## src/rtl/store_alignment_unit_pkg.sv

```systemverilog
// -----------------------------------------------------------------------------
// store_alignment_unit_pkg
// Shared types and constants for the store alignment path.
//   memory_access_width_t : BYTE / HALF / WORD (WORD = 8 bytes)
//   store_state_t         : IDLE / BEAT0 / BEAT1 sequencing states
//   STRB_WIDTH            : byte strobes per write beat
//   width_bytes()         : number of bytes moved by an access width
// Also provides the `WORD_WIDTH / `WORD_MASK text macros.
// Optional feature macro used by the consuming RTL: STORE_SPLIT_EN.
// -----------------------------------------------------------------------------
`ifndef WORD_WIDTH
`define WORD_WIDTH 64
`endif
`ifndef WORD_MASK
`define WORD_MASK 64'hFFFF_FFFF_FFFF_FFFF
`endif

package store_alignment_unit_pkg;

    typedef enum logic [1:0] {
        BYTE = 2'd0,
        HALF = 2'd1,
        WORD = 2'd2
    } memory_access_width_t;

    typedef enum logic [1:0] {
        IDLE  = 2'd0,
        BEAT0 = 2'd1,
        BEAT1 = 2'd2
    } store_state_t;

    localparam int STRB_WIDTH = 8;

    // Byte count of an access; the unused encoding is treated as a single byte.
    function automatic logic [3:0] width_bytes(input memory_access_width_t width);
        case (width)
            BYTE:    width_bytes = 4'd1;
            HALF:    width_bytes = 4'd2;
            WORD:    width_bytes = 4'd8;
            default: width_bytes = 4'd1;
        endcase
    endfunction

endpackage

```

## src/rtl/store_lane_align.sv

```systemverilog
// -----------------------------------------------------------------------------
// store_lane_align
// Purely combinational lane placement for a store. The low bytes of the
// register value selected by the width are moved to their byte lanes across
// a two-beat (128-bit) window starting at the aligned beat address.
//   i_offset   : byte offset within the 8-byte beat (addr[2:0])
//   i_data     : register value; only the low 1/2/8 bytes are used
//   i_width    : access width
//   o_data     : 128-bit lane-aligned data, non-strobed bytes zero
//   o_strb     : 16-bit byte strobes over the same window
//   o_crossing : store touches the second beat
// -----------------------------------------------------------------------------
module store_lane_align
    import store_alignment_unit_pkg::*;
(
    input  logic [2:0]                   i_offset,
    input  logic [`WORD_WIDTH-1:0]       i_data,
    input  memory_access_width_t         i_width,
    output logic [2*`WORD_WIDTH-1:0]     o_data,
    output logic [2*STRB_WIDTH-1:0]      o_strb,
    output logic                         o_crossing
);

    logic [`WORD_WIDTH-1:0]   w_byte_mask;
    logic [2*`WORD_WIDTH-1:0] w_data_wide;
    logic [2*STRB_WIDTH-1:0]  w_strb_base;

    // Discard register bytes above the access width so garbage never reaches memory
    always_comb begin
        w_byte_mask = `WORD_MASK;
        case (i_width)
            BYTE:    w_byte_mask = 64'h0000_0000_0000_00FF;
            HALF:    w_byte_mask = 64'h0000_0000_0000_FFFF;
            default: w_byte_mask = `WORD_MASK;
        endcase
    end

    assign w_data_wide = {{`WORD_WIDTH{1'b0}}, i_data & w_byte_mask};
    assign o_data      = w_data_wide << {i_offset, 3'b000};

    assign w_strb_base = (16'd1 << width_bytes(i_width)) - 16'd1;
    assign o_strb      = w_strb_base << i_offset;

    assign o_crossing  = |o_strb[2*STRB_WIDTH-1:STRB_WIDTH];

endmodule

```

## src/rtl/store_alignment_unit.sv

```systemverilog
// -----------------------------------------------------------------------------
// store_alignment_unit
// Turns a store request into 8-byte-aligned write beats with byte strobes.
//   clk, rst_n              : clock, synchronous active-low reset
//   req_valid/req_ready     : request handshake (ready only when idle)
//   req_addr/data/width     : store byte address, register value, width
//   mem_valid/mem_ready     : write beat handshake
//   mem_addr/wdata/wstrb    : beat address (8-byte aligned), data, strobes
//   done                    : one-cycle pulse when the store is fully written
//   misaligned              : one-cycle pulse when a crossing store is dropped
// Feature macro STORE_SPLIT_EN: when defined, a store crossing an 8-byte
// boundary is written as two beats; when undefined it is accepted, no beat is
// issued, and misaligned pulses instead.
// -----------------------------------------------------------------------------
module store_alignment_unit
    import store_alignment_unit_pkg::*;
(
    input  logic                     clk,
    input  logic                     rst_n,
    input  logic                     req_valid,
    output logic                     req_ready,
    input  logic [`WORD_WIDTH-1:0]   req_addr,
    input  logic [`WORD_WIDTH-1:0]   req_data,
    input  memory_access_width_t     req_width,
    output logic                     mem_valid,
    input  logic                     mem_ready,
    output logic [`WORD_WIDTH-1:0]   mem_addr,
    output logic [`WORD_WIDTH-1:0]   mem_wdata,
    output logic [STRB_WIDTH-1:0]    mem_wstrb,
    output logic                     done,
    output logic                     misaligned
);

`ifdef STORE_SPLIT_EN
    localparam bit SPLIT_ENABLED = 1'b1;
`else
    localparam bit SPLIT_ENABLED = 1'b0;
`endif

    store_state_t                 r_state;
    logic                         r_mem_valid;
    logic [`WORD_WIDTH-1:0]       r_mem_addr;
    logic [`WORD_WIDTH-1:0]       r_mem_wdata;
    logic [STRB_WIDTH-1:0]        r_mem_wstrb;
    logic [`WORD_WIDTH-1:0]       r_hi_wdata;
    logic [STRB_WIDTH-1:0]        r_hi_wstrb;
    logic                         r_done;
    logic                         r_misaligned;

    logic [2*`WORD_WIDTH-1:0]     w_lane_data;
    logic [2*STRB_WIDTH-1:0]      w_lane_strb;
    logic                         w_crossing;
    logic                         w_reject;
    logic                         w_split_next;

    store_lane_align u_lane_align (
        .i_offset   (req_addr[2:0]),
        .i_data     (req_data),
        .i_width    (req_width),
        .o_data     (w_lane_data),
        .o_strb     (w_lane_strb),
        .o_crossing (w_crossing)
    );

    // Without splitting, a crossing store is swallowed and reported instead
    assign w_reject     = w_crossing && !SPLIT_ENABLED;
    // The upper strobes captured at acceptance decide whether a second beat follows
    assign w_split_next = SPLIT_ENABLED && (r_hi_wstrb != '0);

    // Sequencer: beat registers are loaded at acceptance and held unchanged
    // while memory stalls; the second-beat payload waits in r_hi_* until beat 0
    // is taken. Returning to IDLE clears the beat fields and pulses done.
    always_ff @(posedge clk) begin
        if (!rst_n) begin
            r_state      <= IDLE;
            r_mem_valid  <= 1'b0;
            r_mem_addr   <= '0;
            r_mem_wdata  <= '0;
            r_mem_wstrb  <= '0;
            r_hi_wdata   <= '0;
            r_hi_wstrb   <= '0;
            r_done       <= 1'b0;
            r_misaligned <= 1'b0;
        end else begin
            r_done       <= 1'b0;
            r_misaligned <= 1'b0;
            case (r_state)
                IDLE: begin
                    if (req_valid) begin
                        if (w_reject) begin
                            r_misaligned <= 1'b1;
                        end else begin
                            r_state     <= BEAT0;
                            r_mem_valid <= 1'b1;
                            r_mem_addr  <= {req_addr[`WORD_WIDTH-1:3], 3'b000};
                            r_mem_wdata <= w_lane_data[`WORD_WIDTH-1:0];
                            r_mem_wstrb <= w_lane_strb[STRB_WIDTH-1:0];
                            r_hi_wdata  <= w_lane_data[2*`WORD_WIDTH-1:`WORD_WIDTH];
                            r_hi_wstrb  <= w_lane_strb[2*STRB_WIDTH-1:STRB_WIDTH];
                        end
                    end
                end
                BEAT0: begin
                    if (mem_ready) begin
                        if (w_split_next) begin
                            r_state     <= BEAT1;
                            r_mem_addr  <= r_mem_addr + 64'd8;
                            r_mem_wdata <= r_hi_wdata;
                            r_mem_wstrb <= r_hi_wstrb;
                        end else begin
                            r_state     <= IDLE;
                            r_mem_valid <= 1'b0;
                            r_mem_addr  <= '0;
                            r_mem_wdata <= '0;
                            r_mem_wstrb <= '0;
                            r_done      <= 1'b1;
                        end
                    end
                end
                BEAT1: begin
                    if (mem_ready) begin
                        r_state     <= IDLE;
                        r_mem_valid <= 1'b0;
                        r_mem_addr  <= '0;
                        r_mem_wdata <= '0;
                        r_mem_wstrb <= '0;
                        r_done      <= 1'b1;
                    end
                end
                default: begin
                    r_state     <= IDLE;
                    r_mem_valid <= 1'b0;
                end
            endcase
        end
    end

    assign req_ready  = (r_state == IDLE);
    assign mem_valid  = r_mem_valid;
    assign mem_addr   = r_mem_addr;
    assign mem_wdata  = r_mem_wdata;
    assign mem_wstrb  = r_mem_wstrb;
    assign done       = r_done;
    assign misaligned = r_misaligned;

endmodule
```

## config.mk

```make
export PLATFORM = sky130hd
export DESIGN_NAME = store_alignment_unit
export DESIGN_NICKNAME = d
export VERILOG_FILES = /design/src/rtl/store_alignment_unit_pkg.sv /design/src/rtl/store_lane_align.sv /design/src/rtl/store_alignment_unit.sv
export SDC_FILE = /design/constraint.sdc
export NUM_CORES = 1
export LEC_CHECK = 0
export CAP_MARGIN = 20
export CELL_PAD_IN_SITES_DETAIL_PLACEMENT = 0
export CELL_PAD_IN_SITES_GLOBAL_PLACEMENT = 1
export CORE_UTILIZATION = 37
export CTS_BUF_LIST = sky130_fd_sc_hd__clkbuf_8
export CTS_CLUSTER_DIAMETER = 40
export DETAILED_ROUTE_END_ITERATION = 6
export PLACE_DENSITY_LB_ADDON = 0.1
export SYNTH_ARGS = -nofsm -noshare
export SYNTH_HDL_FRONTEND = slang
export SYNTH_HIERARCHICAL = 1
export SYNTH_SLANG_ARGS = --single-unit
export TNS_END_PERCENT = 20
```

## constraint.sdc

```tcl
create_clock -name clk -period 9.3 [get_ports clk]
set_input_delay 2.79 -clock clk [delete_from_list [all_inputs] [get_ports clk]]
set_output_delay 2.79 -clock clk [all_outputs]
set_load 0.01 [all_outputs]
```

Word-level counts from Yosys, hierarchy flattened
Cells that the tools add are included.

operators by class
  add/subtract/negate cells = 1
  shift-type cells = 3
  reductions and logical operators = 9
  eq/ne operators = 7
  bitwise gates (word level) = 1
  muxes and demuxes = 23

operators with widths
  cell                                                                     number
  64-bit one-hot mux with 2 select lines                                   3
  64-bit two-way mux                                                       5
  64-bit bitwise AND                                                       1
  64-bit by 6-bit << shifter with 64-bit output                            1
  8-bit two-way mux                                                        3
  8-bit one-hot mux with 2 select lines                                    1
  1-bit by 4-bit << shifter with 16-bit output, first input constant       1
  16-bit by 3-bit << shifter with 16-bit output                            1
  16-bit by 1-bit subtractor with 16-bit output, second input constant     1
  4-bit one-hot mux with 2 select lines                                    1
  8-bit OR reduction                                                       1
  2-bit two-way mux                                                        3
  3-bit AND reduction                                                      2
  1-bit two-way mux                                                        5
  2-bit by 1-bit equality test with 1-bit output, second input constant    2
  2-bit equality test, second input constant                               2
  2-bit logical NOT                                                        2
  2-bit inequality test, second input constant                             2
  2-bit one-hot mux with 2 select lines                                    1
  4-bit AND reduction                                                      1
  2-bit by 1-bit inequality test with 1-bit output, second input constant  1
  1-bit one-hot mux with 2 select lines                                    1
  2-bit AND reduction                                                      1
  2-bit nonzero test                                                       1
  2-bit OR reduction                                                       1

word-level totals
  output and inout bits = 140
  register bits = 141
  word-level logic and storage cells = 51
  input bits = 134

Depth between registers and ports, before layout
Gate-level depths: netlist of run 1.

  depth in word-level cells = 9
  gate-level depth with buffers = 13
  depth with buffers taken out = 8

Modules after synthesis
The synthesis of run 1 kept the hierarchy.

by module, submodules not included
  module                cells an instance  area each (um^2)  instances
  store_alignment_unit  605                4,976.0           1
  store_lane_align      480                3,653.5           1

Worst setup path before layout of run 1
No wires, ideal clock.

  path type = input-to-reg
  start = input req_width[1]
  end = register r_mem_addr[53], in the netlist mem_addr[53]
  required time = 9,172 ps
  cell stages on the path = 13
  setup slack = 4,363 ps
  setup time = 128 ps
  arrival = 4,810 ps
  cells stage by stage = inv_1 > ha_1 > buf_4 > buf_2 > nor4_1 > o32ai_2 > or3b_1 > buf_2 > buf_6 > buf_6 > buf_6 > nand3_1 > o21ai_1

on the way
  cells in the longest elaborated chain, start to end = 8
  elaborated cells between the ends (all ways) = 9

ends and longest elaborated chain
  what                                                                                   line                            text
  start: declaration                                                                     store_alignment_unit.sv:24      input memory_access_width_t req_width,
  2-bit equality test or 2-bit by 1-bit equality test with 1-bit output (tied branches)  store_alignment_unit_pkg.sv:36  case (width)
  4-bit one-hot mux with 2 select lines *                                                store_alignment_unit_pkg.sv:36
  1-bit by 4-bit << shifter with 16-bit output *                                         store_lane_align.sv:41          assign w_strb_base = (16'd1 << width_bytes(i_width)) - 16'd1;
  16-bit by 1-bit subtractor with 16-bit output *                                        store_lane_align.sv:41
  16-bit by 3-bit << shifter with 16-bit output *                                        store_lane_align.sv:42          assign o_strb = w_strb_base << i_offset;
  8-bit OR reduction *                                                                   store_lane_align.sv:44          assign o_crossing = |o_strb[2*STRB_WIDTH-1:STRB_WIDTH];
  via w_crossing                                                                         store_alignment_unit.sv:52      logic w_crossing;
  2-bit inequality test (no source line) *                                               --
  4-bit AND reduction (no source line) *                                                 --
  end signal: assignment                                                                 store_alignment_unit.sv:95      r_mem_addr <= {req_addr[`WORD_WIDTH-1:3], 3'b000};
  end signal: assignment                                                                 store_alignment_unit.sv:107     r_mem_addr <= r_mem_addr + 64'd8;
  end: declaration                                                                       store_alignment_unit.sv:42      logic [`WORD_WIDTH-1:0] r_mem_addr;

The timed path passes the listed nets; every way through them passes the cells marked *.
A chain may end at the register's enable or synchronous reset.

Worst setup path in the final report of run 1
  start = input req_width[1]
  end = register r_mem_valid, in the netlist mem_valid

on the way
  cells in the longest elaborated chain, start to end = 8
  elaborated cells between the ends (all ways) = 9

ends and longest elaborated chain
  what                                                                                   line                            text
  2-bit equality test or 2-bit by 1-bit equality test with 1-bit output (tied branches)  store_alignment_unit_pkg.sv:36
  4-bit one-hot mux with 2 select lines *                                                store_alignment_unit_pkg.sv:36
  1-bit by 4-bit << shifter with 16-bit output *                                         store_lane_align.sv:41
  16-bit by 1-bit subtractor with 16-bit output *                                        store_lane_align.sv:41
  16-bit by 3-bit << shifter with 16-bit output *                                        store_lane_align.sv:42
  via w_lane_strb[9]                                                                     store_alignment_unit.sv:51      logic [2*STRB_WIDTH-1:0] w_lane_strb;
  8-bit OR reduction *                                                                   store_lane_align.sv:44
  via w_crossing                                                                         store_alignment_unit.sv:52
  2-bit inequality test (no source line) *                                               --
  3-bit AND reduction (no source line) *                                                 --
  end signal: assignment                                                                 store_alignment_unit.sv:76      r_mem_valid <= 1'b0;
  end signal: assignment                                                                 store_alignment_unit.sv:94      r_mem_valid <= 1'b1;
  end signal: assignment                                                                 store_alignment_unit.sv:112     r_mem_valid <= 1'b0;
  end: declaration                                                                       store_alignment_unit.sv:41      logic r_mem_valid;

Marks and branches as above.

==> results of run 1 <==
==> final timing paths <==
| path | startpoint | endpoint | cells after the start |
|---|---|---|---|
| max | req_width[1] | mem_valid$_SDFFE_PN0P_ | 11 |
| min | mem_addr[54]$_SDFFE_PN0P_ | mem_addr[54]$_SDFFE_PN0P_ | 2 |
| max reg2reg | mem_valid$_SDFFE_PN0P_ | mem_wdata[36]$_SDFFE_PN0P_ | 4 |
| min reg2reg | mem_addr[54]$_SDFFE_PN0P_ | mem_addr[54]$_SDFFE_PN0P_ | 2 |
==> metrics by stage <==
| stage | power [uW] | instance area (sq um) | cells | util [%] | hold WS (ns) |
|---|---|---|---|---|---|
| 6_report | 1550 | 10590 | 1413 | 52.14 | 0.4568 |
| 5_1_grt | 1625 | 10590 | 1413 | 52.14 | 0.4756 |
| 3_3_place_gp | 1012 | 10090 | 1379 | 49.69 | 0.4423 |
| 3_5_place_dp | 1013 | 10090 | 1379 | 49.69 | 0.4483 |
| 4_1_cts | 1566 | 10530 | 1411 | 51.87 | 0.4603 |
| 2_1_floorplan | 855.0 | 7670 | 940 | - | 0.4810 |
==> flip-flops by register name (all words and copies together), names as in the netlist <==
name / count
mem_valid: 1
mem_addr: 61
mem_wstrb: 8
done: 1
mem_wdata: 64
misaligned: 1
==> power by group <==
group | switching [uW] | internal (uW)
sequential | 16.1 | 614
combinational | 197 | 176
clock | 245 | 302
total | 458 | 1090
==> final cells by class <==
class / count / area (sq um)
clock buffers: 18 / 247.7
clock inverters: 14 / 196.4
fillers: 2025 / 9714
inverters: 13 / 48.80
multi-input cells: 683 / 4224
flip-flops and latches: 136 / 2723
well taps: 270 / 337.8
repair buffers: 279 / 2808
==> critical path, delay by kind of cell <==
kind            cells  cell delay [ns]
buf+inv             4             1.52
compound gates      3             0.66
simple gates        3             0.62
fa+ha+maj           1             0.15
==> per-layer routing <==
metal / vias up / GRT usage (%)
met5: - / 0
met4: 0 / 11.47
met3: 37 / 4.922
met2: 304 / 36.34
met1: 3338 / 30.36
li1: 3698 / -
==> layout by cell type (no fill, tap or decap), types with 2 or more instances in the layout <==
| cell type | n |
|---|---|
| clkdlybuf4s50_1 | 266 |
| nand2_1 | 151 |
| dfxtp_1 | 136 |
| nand3_1 | 134 |
| o21ai_1 | 133 |
| a21oi_1 | 35 |
| mux2_2 | 25 |
| and2_1 | 18 |
| clkbuf_8 | 18 |
| mux2i_1 | 16 |
| inv_1 | 15 |
| nor2_1 | 13 |
| o21ai_0 | 12 |
| a221oi_1 | 10 |
| o31a_1 | 9 |
| nor3b_2 | 9 |
| mux2_4 | 9 |
| buf_4 | 8 |
| a22oi_1 | 8 |
| nor2b_1 | 8 |
| nor3_1 | 8 |
| a32oi_1 | 8 |
| o22ai_1 | 8 |
| mux4_2 | 8 |
| a31oi_1 | 8 |
| a221oi_2 | 6 |
| mux2_1 | 6 |
| o31ai_2 | 6 |
| ha_1 | 5 |
| clkinv_4 | 4 |
| bufinv_16 | 4 |
| nor2_2 | 4 |
| conb_1 | 3 |
| inv_6 | 3 |
| buf_2 | 2 |
| buf_16 | 2 |
| nand2b_1 | 2 |
| o31ai_1 | 2 |
==> impl_metrics.json, run 1 <==
{
  "hold_class": "reg2reg",
  "ant_nets": 0,
  "place_ws_ns": 3.342,
  "drt_iter0_markers": 540,
  "timing.critical_path.from_type": "input pin",
  "numClockSinks": 136,
  "drv_slew": 0,
  "grt_pass1_vias": 6849,
  "initial_core_util_pct": 37.75,
  "n_antenna_cell": 0,
  "drt-pass1-iter-count": 5,
  "finClkSkew_ns": 0.01469,
  "wl_met2_mm": 11.49,
  "grt_max_degree": 244,
  "final_hold_viol_count": 0,
  "fin_nets": 1269,
  "synthCells": 938,
  "rsz0062_at_grt": "false",
  "power_density_nw_per_um2": 146.4,
  "wl_met1_mm": 11.38,
  "cts_resized": 0,
  "ys_warn_count": 6,
  "die_w_um": 145.9,
  "port_buffers": 270,
  "cts_buffer_depth": 2,
  "clock_latency_ns": 0.45,
  "track_usage_pct": 23.26,
  "postCtsSetupBuffers": 0,
  "p_leak_uw": 0.003774,
  "hpwl_mm": 17.85,
  "antenna_found_initial": 0,
  "avgViaCountPerCell": 5.221,
  "worst_pin_slew_ns": 1.031,
  "wl_met3_mm": 1.651,
  "fin_crit_sh_pct": 58.50,
  "clock-root-buffer": "clkbuf_8",
  "setup_tns_ns": 0,
  "die_y_um": 145.9,
  "cpMaxStageDelayCell": "buf_12",
  "clkTransAtPathRegs_ns": 0.08,
  "syn_avg_cell_area_sq_um": 8.169,
  "ir_drop_mv": 0.06908,
  "routabilityCongestion": 0.9254,
  "drc": 0,
  "dr.max_layer_used": "met4",
  "cp.required_ns": 9.63,
  "die-area_sq_um": 21290,
  "postCtsHoldBufs": 0,
  "cap_violations": 0,
  "cts_tree": "done",
  "crit_chain": "clkdlybuf4s50_1, inv_1, ha_1, buf_4, o31a_1, nor2_1, o32ai_2, or3b_4, buf_12, o21ai_0, and2_1",
  "area_delta_synth_final_pct": 38.15,
  "max_freq_mhz": 183.8,
  "routedWlPerCell_um": 17.97,
  "status": "complete, no violations",
  "wirelength_mm": 25.39,
  "max_stage_delay_ns": 0.66,
  "grt_pass1_wl_mm": 38.50,
  "crit_fanout": 243,
  "vias": 7377,
  "htree_num_levels": 4,
  "coreArea_sq_um": 20300,
  "period_needed_ns": 5.441,
  "num_rows": 52,
  "worstPathArrival_ns": 5.77,
  "setup_ws_ns": 3.859,
  "cts_buffers": 17,
  "syn-cell-area_sq_um": 7662,
  "relSlewSlack_pct": 31.27,
  "r2r_setup_slack_ns": 7.07,
  "grt_overflow": 0,
  "pin_count": 274,
  "worstSetupPathType": "in2reg",
  "final-setup-viol-count": 0,
  "drive_above_1_share_pct": 10.32,
  "end_kind": "register"
}
(Power assumes the default switching activity.)
==> run 2, diff against run 1 <==
CORE_UTILIZATION = 31   (was 37)
clock period = 4.9 ns   (was 9.3 ns; I/O delays follow)
==> impl_metrics.json, run 2 (synthesis gave the netlist of run 1 again) <==
{
  "status": "complete, no violations",
  "ant_nets": 0,
  "postCtsHoldBufs": 0,
  "timing.critical_path.from_type": "input pin",
  "cts_tree": "done",
  "initial_core_util_pct": 31.60,
  "rsz0062_at_grt": "false",
  "r2r_start": "mem_valid$_SDFFE_PN0P_",
  "finClkSkew_ns": 0.01099,
  "area_delta_synth_final_pct": 39.88,
  "die_y_um": 159.2,
  "worstSetupPathType": "in2reg",
  "fin_nets": 1276,
  "clock_latency_ns": 0.45,
  "max_freq_mhz": 251.9,
  "largest_reg_flops": 64,
  "p_leak_uw": 0.003801,
  "end_kind": "register",
  "grt_pass1_vias": 7294,
  "crit_chain": "clkdlybuf4s50_1, inv_1, ha_1, and3b_1, nor4_1, o32ai_2, or3b_4, buf_12, nand3_1, o21ai_1",
  "cts_buffers": 17,
  "hpwl_mm": 19.73,
  "antenna_found_initial": 1,
  "grt_overflow": 0,
  "relSlewSlack_pct": 41.33,
  "crit_fanout": 94,
  "period_needed_ns": 3.969,
  "coreArea_sq_um": 24250,
  "port_buffers": 270,
  "worstPathArrival_ns": 4.30,
  "clock-root-buffer": "clkbuf_8",
  "hold_class": "reg2reg",
  "crit_path_start": "req_width[0]",
  "max_stage_delay_ns": 0.65,
  "drt-pass1-iter-count": 5,
  "avgViaCountPerCell": 5.060,
  "layout_common_cells": "clkdlybuf4s50_1, nand2_1, dfxtp_1",
  "drv_slew": 0,
  "clkTransAtPathRegs_ns": 0.08,
  "drc": 0,
  "htree_num_levels": 4,
  "cts_resized": 0,
  "track_usage_pct": 21.63,
  "holdWs_ns": 0.4574,
  "drive_above_1_share_pct": 10.96,
  "cap_violations": 0,
  "worstHoldStart": "mem_wstrb[2]$_SDFFE_PN0P_",
  "die-area_sq_um": 25350,
  "postCtsSetupBuffers": 0,
  "grt_pass1_wl_mm": 42.73,
  "r2r_setup_slack_ns": 3.06,
  "power_density_nw_per_um2": 274.7,
  "drt_iter0_markers": 517,
  "grt_max_degree": 104,
  "wirelength_mm": 27.69,
  "num_rows": 57,
  "cpMaxStageDelayCell": "or3b_4",
  "vias": 7464,
  "pin_count": 274,
  "final_hold_viol_count": 0,
  "final_common_cell": "clkdlybuf4s50_1",
  "cp.required_ns": 5.23,
  "ir_drop_mv": 0.1516,
  "worst_pin_slew_ns": 0.8801,
  "final-setup-viol-count": 0,
  "numClockSinks": 136,
  "fin_crit_sh_pct": 81.00,
  "die_w_um": 159.2,
  "routedWlPerCell_um": 18.77,
  "setup_tns_ns": 0,
  "cts_buffer_depth": 2,
  "routabilityCongestion": 0.8466
}
[run 2: path summary, 6_finish.rpt]
kind,depth (start not counted),end
max reg2reg,4,mem_valid$_SDFFE_PN0P_
max,10,mem_addr[29]$_SDFFE_PN0P_
min reg2reg,2,mem_wstrb[2]$_SDFFE_PN0P_
min,2,mem_wstrb[2]$_SDFFE_PN0P_
[run 2: per-layer routing]
metal  GRT usage [%]  part of all wire [%]  vias to the layer above
met3           3.725                   4.8                       38
li1                -                     -                     3709
met4           7.998                   2.6                        0
met2           37.54                    48                      238
met5               0                     0                        -
met1           26.74                    44                     3479
[run 2: layout make-up]
| type | count | area [sq um] |
|---|---|---|
| clock inverters | 15 | 191.4 |
| clock buffers | 17 | 234.0 |
| diodes | 1 | 2.502 |
| well taps | 324 | 405.4 |
| fillers | 2452 | 13530 |
| multi-input cells | 683 | 4218 |
| inverters | 13 | 48.80 |
| flip-flops and latches | 136 | 2723 |
| repair buffers | 286 | 2895 |
[run 2: through the flow]
step | utilization, % | cells | instance area, sq um | setup slack [ns] | power (uW)
5_1_grt | 44.19 | 1474 | 10720 | 0.7041 | 3095
2_1_floorplan | - | 940 | 7670 | 1.314 | 1623
3_3_place_gp | 42.35 | 1441 | 10270 | 0.5789 | 1945
3_5_place_dp | 42.35 | 1441 | 10270 | 0.4830 | 1947
6_report | 44.20 | 1475 | 10720 | 0.9309 | 2944
4_1_cts | 44.11 | 1473 | 10700 | 0.9981 | 2989
[run 2: power by group]
part	switching, uW	total, uW	leakage (uW)	internal, uW
Combinational	379	723	0.00248	344
Sequential	32.2	1200	0.00111	1160
Clock	507	1020	0.000209	517
Total	918	2940	0.00380	2030
[run 2: critical path, delay by kind of cell]
| kind | cells | cell delay, ns |
|---|---|---|
| AO/OA/AOI/OAI | 2 | 0.20 |
| adder cells (fa/ha/maj) | 1 | 0.36 |
| buffers and inverters | 3 | 0.92 |
| AND/OR/NAND/NOR | 4 | 1.28 |
==> run 3, diff against run 2 <==
clock period = 3.4 ns   (was 4.9 ns; I/O delays follow)
==> impl_metrics.json, run 3 (synthesis gave the netlist of run 1 again) <==
{
  "status": "complete, no violations",
  "cp_top_family": "simple AND/OR/NAND/NOR gates",
  "drv_slew": 0,
  "grt_pass1_wl_mm": 42.25,
  "top_usage_layer": "met2",
  "wirelength_mm": 27.50,
  "setup_tns_ns": 0,
  "die_w_um": 159.2,
  "layout_common_cells": "clkdlybuf4s50_1, nand2_1, dfxtp_1",
  "routabilityCongestion": 0.8481,
  "final-setup-viol-count": 0,
  "fin_crit_sh_pct": 91.33,
  "max_stage_delay_ns": 0.48,
  "die_y_um": 159.2,
  "htree_num_levels": 4,
  "coreArea_sq_um": 24250,
  "period_needed_ns": 3.105,
  "crit_chain": "clkdlybuf4s50_1, inv_1, ha_1, and3b_1, nor4_1, o32ai_2, or3b_4, buf_4, nand3_1, o21ai_1",
  "multi_input_area_sq_um": 4218,
  "grt_overflow": 0,
  "cp.required_ns": 3.72,
  "postCtsHoldBufs": 0,
  "vias": 7483,
  "initial_core_util_pct": 31.60,
  "pin_count": 274,
  "clock-root-buffer": "clkbuf_8",
  "grt_pass1_vias": 7207,
  "antenna_found_initial": 1,
  "holdWs_ns": 0.4552,
  "worstHoldStart": "mem_addr[4]$_SDFFE_PN0P_",
  "cpMaxStageDelayCell": "clkdlybuf4s50_1",
  "final_hold_viol_count": 0,
  "drt_iter0_markers": 544,
  "cts_buffers": 17,
  "num_rows": 57,
  "p_leak_uw": 0.003905,
  "drt-pass1-iter-count": 5,
  "timing.critical_path.from_type": "input pin",
  "crit_fanout": 46,
  "clkTransAtPathRegs_ns": 0.08,
  "cts_resized": 0,
  "area_delta_synth_final_pct": 42.03,
  "fill_cells": 2437,
  "drive_above_1_share_pct": 12.63,
  "rr_worst_depth": 4,
  "r2r_setup_slack_ns": 1.92,
  "worstSetupPathType": "in2reg",
  "met1_usage_pct": 27.20,
  "ant_nets": 0,
  "largest_reg_flops": 64,
  "track_usage_pct": 21.45,
  "place_area_sq_um": 10460,
  "ir_drop_mv": 0.2147,
  "stdcell_area_sq_um": 10880,
  "fin_nets": 1298,
  "grtUsageMet2_pct": 35.57,
  "final_core_util_pct": 44.88,
  "worstPathArrival_ns": 3.43,
  "numClockSinks": 136,
  "drc": 0,
  "clock_latency_ns": 0.45,
  "postCtsSetupBuffers": 0,
  "die-area_sq_um": 25350,
  "end_kind": "register",
  "power_uw": 4244,
  "whs_path_depth": 2,
  "final_common_cell": "clkdlybuf4s50_1",
  "routedWlPerCell_um": 18.37,
  "grtUsageMet3_pct": 4.246,
  "relSlewSlack_pct": 58.77,
  "port_buffers": 270,
  "max_freq_mhz": 322.0,
  "rsz0062_at_grt": "false",
  "path_buf_inv": 3,
  "power_density_nw_per_um2": 389.9,
  "r2r_start": "mem_valid$_SDFFE_PN0P_",
  "cap_violations": 0,
  "hpwl_mm": 20.20,
  "min_to": "mem_addr[4]$_SDFFE_PN0P_",
  "cts_tree": "done",
  "avgViaCountPerCell": 4.999,
  "finClkSkew_ns": 0.009624,
  "worst_pin_slew_ns": 0.6185,
  "seqCellArea_sq_um": 2723,
  "worst_r2r_endpoint": "mem_wdata[47]$_SDFFE_PN0P_",
  "cts_buffer_depth": 2,
  "hold_class": "reg2reg",
  "grt_max_degree": 137
}
-- run 3: changes by cell type in the layout (fill, tap and decap cells not counted), sizes merged --
cell and delta:
buf +22
-- run 3: cell type report --
cell class	count	area share (%)
sequential	136	25.02
inverter	13	0.4484
tap	324	3.725
clock buffer	17	2.150
timing repair buffer	308	28.12
multi-input combinational	683	38.76
clock inverter	15	1.759
antenna	1	0.02299
-- run 3: how the worst max path moves through the flow --
stage	startpoint	to	depth (start not counted)	slack, ns
detailed placement	req_width[0]	mem_addr[60]$_SDFFE_PN0P_	10	-0.16
finish	req_width[1]	mem_addr[62]$_SDFFE_PN0P_	10	0.29
global placement	req_width[0]	mem_addr[38]$_SDFFE_PN0P_	10	-0.08
CTS	req_width[0]	mem_addr[62]$_SDFFE_PN0P_	10	0.37
floorplan	req_width[1]	mem_addr[53]$_SDFFE_PN0P_	13	0.26
global route	req_width[0]	mem_addr[53]$_SDFFE_PN0P_	10	0.20
-- run 3: stage by stage --
stage          worst slack, ns  cells
3_3_place_gp          -0.08107   1464
3_5_place_dp           -0.1634   1464
4_1_cts                 0.3713   1496
2_1_floorplan           0.2639    940
5_1_grt                 0.2030   1496
6_report                0.2947   1497
-- run 3: power by group --
| group | leakage, uW | internal (uW) | total, uW | switching (uW) |
|---|---|---|---|---|
| Clock | 0.000209 | 745 | 1450 | 707 |
| Combinational | 0.00259 | 515 | 1070 | 552 |
| Sequential | 0.00111 | 1680 | 1720 | 46.6 |
-- run 3: worst reg2reg max path, stage by stage (launching register included) --
cell	delay (ns)
dfxtp_1	0.39
a21boi_4	0.48
buf_12	0.33
nand3_1	0.13
o21ai_1	0.09
-- run 3: per-layer routing --
| layer | vias up | share of wire (%) |
|---|---|---|
| met1 | 3446 | 44 |
| met5 | - | 0 |
| met4 | 0 | 2.9 |
| li1 | 3767 | - |
| met2 | 237 | 48 |
| met3 | 33 | 5.1 |
==> variant: new RTL, settings of run 1 <==
Reset style: asynchronous (`rst_n`), changed in one clocked block. Comments in the files are not updated.
--- a/src/rtl/store_alignment_unit.sv
+++ b/src/rtl/store_alignment_unit.sv
@@ -70,7 +70,7 @@
     // Sequencer: beat registers are loaded at acceptance and held unchanged
     // while memory stalls; the second-beat payload waits in r_hi_* until beat 0
     // is taken. Returning to IDLE clears the beat fields and pulses done.
-    always_ff @(posedge clk) begin
+    always_ff @(posedge clk or negedge rst_n) begin
         if (!rst_n) begin
             r_state      <= IDLE;
             r_mem_valid  <= 1'b0;
Formal check against the unedited RTL: not equivalent (Yosys sat finds a counterexample within 4 cycles, from zero or initial values and one cycle with rst_n low; the reset may be asserted at any time).
==> variant against run 1 <==
Area after synthesis up 49%; sequential cell count unchanged; cell area up 34%; routed wire length up 42%; worst setup slack worse by 0.56 ns; total power up 43%; non-clock buffer count up 3; worst hold slack better by 0.11 ns.
==> variant: results (changes against run 1) <==
## Placed design
- post-placement setup slack: 2.84 ns, -0.498 ns
- DP Area: 0.0138 mm², +37%
- dpl hpwl: 23100 µm, +29%
- routability congestion estimate from global placement: 0.812, -12%
- DP Cell Count: 1635, +19%

## Critical path
- worst r2r dst: mem_wdata[9]
- peak per-stage delay on the critical path: 0.81 ns, +0.15 ns
- slowest library cell on the worst path: sky130_fd_sc_hd__ha_1
- reg2reg setup slack: 6.74 ns, -0.33 ns
- worst-path maximum fanout: 99, -59%
- depth of the worst register-to-register path: 5, +1
- origin of the critical flop-to-flop path: mem_valid
- capturing instance or port of the critical path: mem_addr[9]
- arrival time at the worst endpoint: 6.28 ns, +0.51 ns

## Timing
- Post-Route Skew: 0.0258 ns, +0.0111 ns
- WHS: 0.571 ns, +0.115 ns
- Max-slew headroom: 0.305, -0.00777
- post-route worst setup slack: 3.30 ns, -0.556 ns

## Worst hold path
- end of the worst hold path: mem_addr[61]
- hold wc startpoint: mem_addr[61]

## Routing
- number of optimization iterations in the first detailed-route pass: 6, +1
- total wire length: 36100 µm, +42%
- routed length on met3: 1710 µm, +3.5%
- total number of vias: 9663, +31%
- number of design-rule violations left by the first detailed-router iteration: 729, +35%
- met2 WL post-DR: 16200 µm, +41%
- detailed-route wire length on metal 1: 17900 µm, +57%

## Floorplanning
- floorplan core area: 0.0300 mm², +48%

## Final layout
- number of multi-input logic gates: 815, +19%
- fillcell total: 2817, +39%
- fraction of the core area covered by cells at the end of the flow: 0.474, -0.0471
- share of layout cells above drive strength 1: 0.152, +0.0486
- Final clock-cell share: 0.0273, -0.0147
- # diodes: 0, unchanged
- share of the final layout cell area in sequential cells: 0.240, -0.0174
- final net count: 1404, +11%
- post-layout instance count excluding filler cells: 1668, +18%
- count of plain and timing-repair buffers in the layout: 282, +1.1%
- number of clock buffer instances in the layout: 17, -1
- total area of multi-input combinational cells: 0.00707 mm², +67%
- count of flip-flops and latches: 136, unchanged
- non-clock buffer area fraction after layout: 0.198, -0.0676

## Global routing
- largest net degree at the start of global routing: 147, -40%
- number of global-route vias before repair: 9130, +33%
- global-route wire length before repair: 55500 µm, +44%
- global-route usage over all layers: 0.225, -0.00766

## Pwr
- maximum ir drop on the vdd rail: 0.0934 mV, +35%
- static leakage: 5.24 nW, +39%

## Synthesis
- count of mapped cells out of synthesis: 1115, +19%
- Yosys warning count: 6, unchanged

## Outcome
- run status: finished clean

[variant: metal layers]
| layer | vias to the layer above | global-route usage |
|---|---|---|
| met1 | 4820 | 0.343 |
| met5 | - | 0 |
| met3 | 16 | 0.0306 |
| li1 | 4510 | - |
| met4 | 0 | 0.0406 |
| met2 | 317 | 0.336 |
[variant: worst reg2reg max path: stages (launching register included)]
cell	delay, ns
sky130_fd_sc_hd__dfrtp_4	0.48
sky130_fd_sc_hd__buf_4	0.48
sky130_fd_sc_hd__buf_16	0.32
sky130_fd_sc_hd__buf_4	0.75
sky130_fd_sc_hd__nand4bb_1	0.28
sky130_fd_sc_hd__o211ai_2	0.10
[variant: report_power, final]
group,total (mW),switching [mW],leakage (nW),internal (mW)
combinational,0.908,0.427,3.26,0.481
sequential,0.799,0.0958,1.80,0.703
clock,0.516,0.277,0.188,0.239
